$ cat src/rtl/pmp_pkg.sv
// Shared types for the PMP checker: entry address modes, cfg byte layout,
// access kinds and the scan FSM states.
// Purely declarative; no logic.
package pmp_pkg;

  typedef enum logic [1:0] {
    PMP_OFF   = 2'b00,
    PMP_TOR   = 2'b01,
    PMP_NA4   = 2'b10,
    PMP_NAPOT = 2'b11
  } pmp_mode_e;

  // One pmpcfg byte: {L, 2'b0, A[1:0], X, W, R}
  typedef struct packed {
    logic      l;
    logic [1:0] rsvd;
    pmp_mode_e a;
    logic      x;
    logic      w;
    logic      r;
  } pmp_cfg_t;

  // Encoding 2'b11 is reserved and rejected at accept.
  typedef enum logic [1:0] {
    ACC_READ  = 2'b00,
    ACC_WRITE = 2'b01,
    ACC_EXEC  = 2'b10
  } pmp_acc_e;

  typedef enum logic [1:0] {
    ST_IDLE = 2'b00,
    ST_SCAN = 2'b01,
    ST_RESP = 2'b10
  } pmp_state_e;

endpackage

$ cat src/rtl/pmp_entry_match.sv
// Purpose: classify an access span [i_addr, i_end] against one PMP entry region.
// Latency: combinational. Backpressure: none.
// Ports: i_addr/i_end access span (i_end is one bit wider to expose carry past the
//   top of the address space), i_cfg entry cfg byte, i_pmpaddr / i_pmpaddr_prev this
//   and the previous entry's pmpaddr; o_full all bytes inside, o_partial some bytes inside.
module pmp_entry_match
  import pmp_pkg::*;
#(
  parameter int PA_W = 34
) (
  input  logic [PA_W-1:0] i_addr,
  input  logic [PA_W:0]   i_end,
  input  logic [7:0]      i_cfg,
  input  logic [PA_W-3:0] i_pmpaddr,
  input  logic [PA_W-3:0] i_pmpaddr_prev,
  output logic            o_full,
  output logic            o_partial
);

  localparam int AW = PA_W - 2;
  localparam int EW = PA_W + 1;

  pmp_cfg_t      w_cfg;
  logic [AW-1:0] w_napot_mask;
  logic [EW-1:0] w_lo;
  logic [EW-1:0] w_hi;
  logic [EW-1:0] w_addr;
  logic          w_en;
  logic          w_overlap;
  logic          w_unused;

  assign w_cfg    = pmp_cfg_t'(i_cfg);
  assign w_unused = ^{w_cfg.l, w_cfg.rsvd, w_cfg.x, w_cfg.w, w_cfg.r};

  // Region is the half-open byte range [w_lo, w_hi) held in PA_W+1 bits so that a
  // region ending at the very top of the address space can be represented.
  always_comb begin
    // x ^ (x+1) sets bits 0..t where t is the count of trailing ones; for an
    // all-ones pmpaddr the increment wraps and the mask becomes all ones.
    w_napot_mask = i_pmpaddr ^ (i_pmpaddr + AW'(1));
    w_lo = '0;
    w_hi = '0;
    w_en = 1'b0;
    case (w_cfg.a)
      PMP_TOR: begin
        w_lo = {1'b0, i_pmpaddr_prev, 2'b00};
        w_hi = {1'b0, i_pmpaddr, 2'b00};
        w_en = 1'b1;
      end
      PMP_NA4: begin
        w_lo = {1'b0, i_pmpaddr, 2'b00};
        w_hi = {1'b0, i_pmpaddr, 2'b00} + EW'(4);
        w_en = 1'b1;
      end
      PMP_NAPOT: begin
        w_lo = {1'b0, i_pmpaddr & ~w_napot_mask, 2'b00};
        w_hi = {1'b0, i_pmpaddr | w_napot_mask, 2'b11} + EW'(1);
        w_en = 1'b1;
      end
      default: begin
        w_en = 1'b0;
      end
    endcase
  end

  assign w_addr = {1'b0, i_addr};

  // A span that carried past the top has i_end >= w_hi, so it can never be a full
  // match; any overlap with it therefore lands in the partial (deny) class.
  assign o_full    = w_en && (w_lo <= w_addr) && (i_end < w_hi);
  assign w_overlap = w_en && (w_lo < w_hi) && (w_lo <= i_end) && (w_addr < w_hi);
  assign o_partial = w_overlap && !o_full;

endmodule

$ cat config.mk
export PLATFORM = sky130hd
export DESIGN_NAME = pmp_entry_match
export DESIGN_NICKNAME = d
export VERILOG_FILES = /design/src/rtl/pmp_pkg.sv /design/src/rtl/pmp_entry_match.sv
export SDC_FILE = /design/constraint.sdc
export NUM_CORES = 1
export LEC_CHECK = 0
export CELL_PAD_IN_SITES_DETAIL_PLACEMENT = 0
export CELL_PAD_IN_SITES_GLOBAL_PLACEMENT = 1
export CORE_MARGIN = 2
export CORE_UTILIZATION = 36
export DETAILED_ROUTE_END_ITERATION = 16
export PLACE_DENSITY = 0.78
export SLEW_MARGIN = 0
export SYNTH_ARGS = -nofsm -noshare
export SYNTH_HDL_FRONTEND = slang
export SYNTH_SLANG_ARGS = --single-unit
$ cat constraint.sdc
create_clock -name vclk -period 7.5
set_clock_uncertainty 0.15 [all_clocks]
set_input_delay 1.5 -clock vclk [all_inputs]
set_output_delay 1.5 -clock vclk [all_outputs]
set_load 0.01 [all_outputs]
==> results of run 1 <==
metrics by stage:
step,setup slack (ps),hold WS (ps)
2_1_floorplan,5.981,3148
3_3_place_gp,-1310,4213
3_5_place_dp,-1381,4209
4_1_cts,-572.5,3882
5_1_grt,-583.4,3854
6_report,-331.5,3807
final timing paths:
kind                 startpoint   endpoint  slack [ps]  depth (start not counted)
hold / removal        i_addr[1]     o_full        3810                          6
setup / recovery  i_pmpaddr[14]  o_partial        -330                         26
power breakdown:
part	switching, mW	internal (mW)	leakage [nW]
combinational	0.312	0.337	5.22
sequential	0	0	0
clock	0	0	0
critical path: cells and delay by family:
kind,cells,cell delay [ps]
compound gates,6,960
xor+xnor,1,80
fa+ha+maj,2,490
simple gates,10,2150
mux,1,260
buf+inv,6,730
metal layers:
layer,share of wire,vias up,wire [µm]
li1,-,4041,-
met1,0.46,3638,10960
met2,0.49,182,11820
met3,0.042,17,1017
met4,0.012,0,281
met5,0,-,0
placed cells by master, fill, tap and decap left out, drive strengths merged, types with 10 or more instances in the layout:
cell           count
buf              266
a21oi             47
inv              110
ha               224
clkdlybuf4s50    117
a21o              20
mux2              27
xnor2             19
nor4              14
a211oi            10
nor2              42
nor3              27
a22oi             24
o21ai             58
nand2             74
nand4             31
xor2              10
a22o              33
nand3             25
cells by family after synthesis:
kind of cell | share of synthesized area
and+or+nand+nor | 0.2005
AOI/OAI and AO/OA | 0.2248
adders and majority gates | 0.4150
buffers and inverters | 0.07504
xor gates and xnor gates | 0.03761
muxes | 0.04706
repair_timing:
item                                    CTS  global route
buffers inserted                         26            17
endpoints found under the setup margin    2             2
resized for setup                       108           102
pin swaps                                31            53
gates cloned                              0             0
cell type report:
| class | count | area (µm²) | share of cell area |
|---|---|---|---|
| inverter | 110 | 417.9 | 0.03857 |
| multi-input combinational | 756 | 6850 | 0.6322 |
| tap | 234 | 292.8 | 0.02702 |
| timing repair buffer | 388 | 3274 | 0.3022 |
==> out/summary.txt, run 1 <==
Setup CP Type - primary input to primary output
Filler cells - 1700
crit path max-delay cell type - or3_4
endpoints failing setup - 2
synth warn - 0
Worst EP arrival - 6180 ps
wire per inst - 16.18 µm
layout cells sized above 1 - 0.3262
gr usage total - 0.2309
first-pass GRT wire length - 37770 µm
Finished Layout Cells - 1488
Mapped Cells - 891
Die X - 141.0 µm
dpl cells - 1446
Least-Margin Pin Slew - 633.9 ps
clock buffers - 0
met1 usage - 0.3048
total chip power - 648.7 µW
setup TNS - -474.2 ps
Hold Path Class - primary input to primary output
Synth top area share - 0.4150
Final Util - 0.5832
count leader, synth - ha_1
Reg area - 0 µm²
run status - finished with violations
DP HPWL - 19980 µm
# DRC - 0
number of DRC markers in iteration 0 - 441
DRT Pass-1 Iters - 5
routed via count - 7878
fmax - 0.1277 GHz
Area contributors post-synth - ha_1 (42%), inv_1 (6.1%), mux2_2 (4.3%), o21ai_0 (4.3%), a22o_1 (4.3%)
critical path's largest stage delay - 380 ps
Core Box Area - 18580 µm²
worst rel slew slack - 0.5719
startpoint types - primary input
initial antenna violation count - 0
# IOs - 143
Area after DPL - 9937 µm²
largest net degree at the start of global routing - 47
synth unique cells - 63
syn nets - 1256
Period Utilization, post-route - 1.044
Starting Density - 0.3634
final wirelength - 24080 µm
violated checks - setup timing
total of max-cap violations - 0
met3 usage - 0.01563
Post-CTS Hold Fix Bufs - 0
PwrDens - 59.87 nW/µm²
LEAKAGE - 5.218 nW
CP Max Fanout - 3
Worst setup EP type - primary output
Routability Congestion - 0.9506
worst vdd ir - 0.03028 mV
syn avg cell area - 7.579 µm²
RSZ-0062 raised after global routing - yes
final hold violations - 0
seq_cells - 0
commonest cells in the netlist - ha_1 (224), inv_1 (110), nand2_1 (72)
fin. max-slew vios - 0
vias in the first global route - 7837
Row Count - 50
Congestion Overflow GR - 0
GR met2 Demand/Resource - 0.4223
WP data required - 5850 ps
min Tclk post-route - 7831 ps
sequential cell area fraction in the yosys report - 0
vias per std cell - 5.294
Detail Route Antenna Nets - 0
Net count, final - 1621
Design Area, Final - 10840 µm²
diodes inserted - 0
IO buf count - 137
Setup WS post-layout - -331.5 ps
GRT Max-Usage Layer - met2
Syn Std Cell Area - 6753 µm²
Layout area overhead - 60.46%
top cell type by total area after synthesis - ha_1
Die ar. - 19870 µm²
Die Ht - 141.0 µm
No activity file was read; power rests on OpenSTA's default activity.
==> run 2, diff against run 1 <==
--- a/config.mk
+++ b/config.mk
@@ -11,7 +11,8 @@
 export CORE_UTILIZATION = 36
 export DETAILED_ROUTE_END_ITERATION = 16
 export PLACE_DENSITY = 0.78
-export SLEW_MARGIN = 0
+export REMOVE_ABC_BUFFERS = 1
+export SLEW_MARGIN = 20
 export SYNTH_ARGS = -nofsm -noshare
 export SYNTH_HDL_FRONTEND = slang
 export SYNTH_SLANG_ARGS = --single-unit
==> out/summary.txt, run 2 (synthesized netlist as in run 1, its figures left out) <==
run status - finished with violations
violated checks - setup timing
DP HPWL - 20050 µm (+0.35%)
Worst setup EP type - primary output
Die Ht - 141.0 µm (unchanged)
startpoint types - primary input
Period Utilization, post-route - 1.050 (+0.006213)
Setup CP Type - primary input to primary output
WP data required - 5850 ps (about the same)
Layout area overhead - 56.96%
Post-CTS Hold Fix Bufs - 0 (unchanged)
Reg area - 0 µm² (unchanged)
Worst EP arrival - 6230 ps (+50 ps)
Net count, final - 1616 (-0.31%)
final wirelength - 23530 µm (-2.3%)
number of DRC markers in iteration 0 - 263 (-40%)
clock buffers - 0 (unchanged)
first-pass GRT wire length - 36740 µm (-2.7%)
total of max-cap violations - 0 (unchanged)
Routability Congestion - 0.8966 (-5.7%)
gr usage total - 0.2252 (-0.005651)
Die X - 141.0 µm (unchanged)
setup TNS - -469.0 ps (+5.195 ps)
worst vdd ir - 0.04700 mV (+55%)
worst rel slew slack - 0.6830 (+0.1111)
vias in the first global route - 7730 (-1.4%)
Die ar. - 19870 µm² (unchanged)
min Tclk post-route - 7878 ps (+46.60 ps)
diodes inserted - 0 (unchanged)
final hold violations - 0 (unchanged)
Hold Slack - 3761 ps (-46.19 ps)
Core Box Area - 18580 µm² (unchanged)
wire per inst - 15.86 µm (-2.0%)
hold_sp - i_cfg[3]
Least-Margin Pin Slew - 463.5 ps (-170.3 ps)
most frequent cells in the layout - buf_4 (243), ha_1 (214), clkdlybuf4s50_1 (116), inv_1 (98), nand2_1 (69)
LEAKAGE - 5.164 nW (-1.1%)
Hold Path Class - primary input to primary output
fin. max-slew vios - 0 (unchanged)
RSZ-0062 raised after global routing - yes
endpoints failing setup - 2 (unchanged)
hold path cells - 6 (unchanged)
Detail Route Antenna Nets - 0 (unchanged)
vias per std cell - 5.304 (+0.18%)
layout cells sized above 1 - 0.3034 (-0.02271)
seq_cells - 0 (unchanged)
Setup WS post-layout - -378.1 ps (-46.60 ps)
CP Max Fanout - 4 (+1)
Row Count - 50 (unchanged)
routed via count - 7866 (-0.15%)
fmax - 0.1269 GHz (-0.59%)
# DRC - 0 (unchanged)
IO buf count - 137 (unchanged)
DRT Pass-1 Iters - 5 (unchanged)
Filler cells - 1771 (+4.2%)
Hold Crit Endpoint - o_full
Starting Density - 0.3634 (unchanged)
initial antenna violation count - 0 (unchanged)
# IOs - 143 (unchanged)
largest net degree at the start of global routing - 42 (-11%)
commonest non-fill, non-tap cell in the layout - buf_4
Congestion Overflow GR - 0 (unchanged)
PwrDens - 59.95 nW/µm² (+0.14%)
[run 2: routing by layer]
layer,wire length (µm),global-route usage,vias up
met4,384,0.03263,0
met5,0,0,-
met2,11270,0.4108,164
met3,800,0.006114,23
li1,-,-,4042
met1,11070,0.3027,3637
[run 2: through the flow]
step | worst slack (ps) | area [µm²] | cells | util | power [mW]
after floorplan | -232.9 | 6659 | 866 | - | 0.2985
after global placement | -1345 | 10010 | 1459 | 0.5390 | 0.5915
after detailed placement | -1359 | 10010 | 1459 | 0.5390 | 0.5992
after CTS | -471.7 | 10350 | 1474 | 0.5573 | 0.6193
after global routing | -614.0 | 10600 | 1483 | 0.5704 | 0.7066
final | -378.1 | 10600 | 1483 | 0.5704 | 0.6354
[run 2: power by group]
group	leakage, nW	internal, mW	switching, mW	total, mW
clock network	0	0	0	0
registers	0	0	0	0
logic	5.16	0.333	0.303	0.635
total	5.16	0.333	0.303	0.635
[run 2: timing repair]
action / in CTS / in global routing
resized for setup: 129 / 50
endpoints found under the setup margin: 2 / 2
setup buffers: 15 / 9
pin swaps: 37 / 31
[run 2: worst max-delay path by stage]
stage / start / to / slack (ps)
2_1_floorplan: i_pmpaddr[9] / o_partial / -230
3_3_place_gp: i_pmpaddr[0] / o_partial / -1350
3_5_place_dp: i_pmpaddr[0] / o_partial / -1360
4_1_cts: i_pmpaddr[14] / o_partial / -470
5_1_grt: i_pmpaddr[6] / o_partial / -610
6_report: i_pmpaddr[6] / o_partial / -380
[run 2: layout make-up]
| type | count | area (µm²) | area share |
|---|---|---|---|
| repair buffers | 383 | 3223 | 0.3041 |
| inverters | 110 | 425.4 | 0.04014 |
| multi-input cells | 756 | 6658 | 0.6281 |
| well taps | 234 | 292.8 | 0.02762 |
[run 2: critical path: stages]
cell and delay [ps]:
clkbuf_2 90, nand4_1 180, nor2_2 160, buf_4 140, and3_4 210, inv_4 40, nor4_4 250, buf_6 170
nand3_4 80, ha_4 160, or3_4 380, or3_4 340, buf_6 130, nor3_4 180, xnor2_1 90, mux2_4 260
a22oi_2 250, ha_1 310, a21oi_2 170, o22ai_2 100, nor4_2 140, o311ai_1 130, nor3_1 200, a221oi_1 100
a211oi_1 190, buf_4 160, buf_6 90
==> run 3, diff against run 2 <==
--- a/config.mk
+++ b/config.mk
@@ -5,6 +5,7 @@
 export SDC_FILE = /design/constraint.sdc
 export NUM_CORES = 1
 export LEC_CHECK = 0
+export CAP_MARGIN = 30
 export CELL_PAD_IN_SITES_DETAIL_PLACEMENT = 0
 export CELL_PAD_IN_SITES_GLOBAL_PLACEMENT = 1
 export CORE_MARGIN = 2
==> results of run 3 <==
Same layout as run 2: the final DEF is identical, and so are final timing and power.
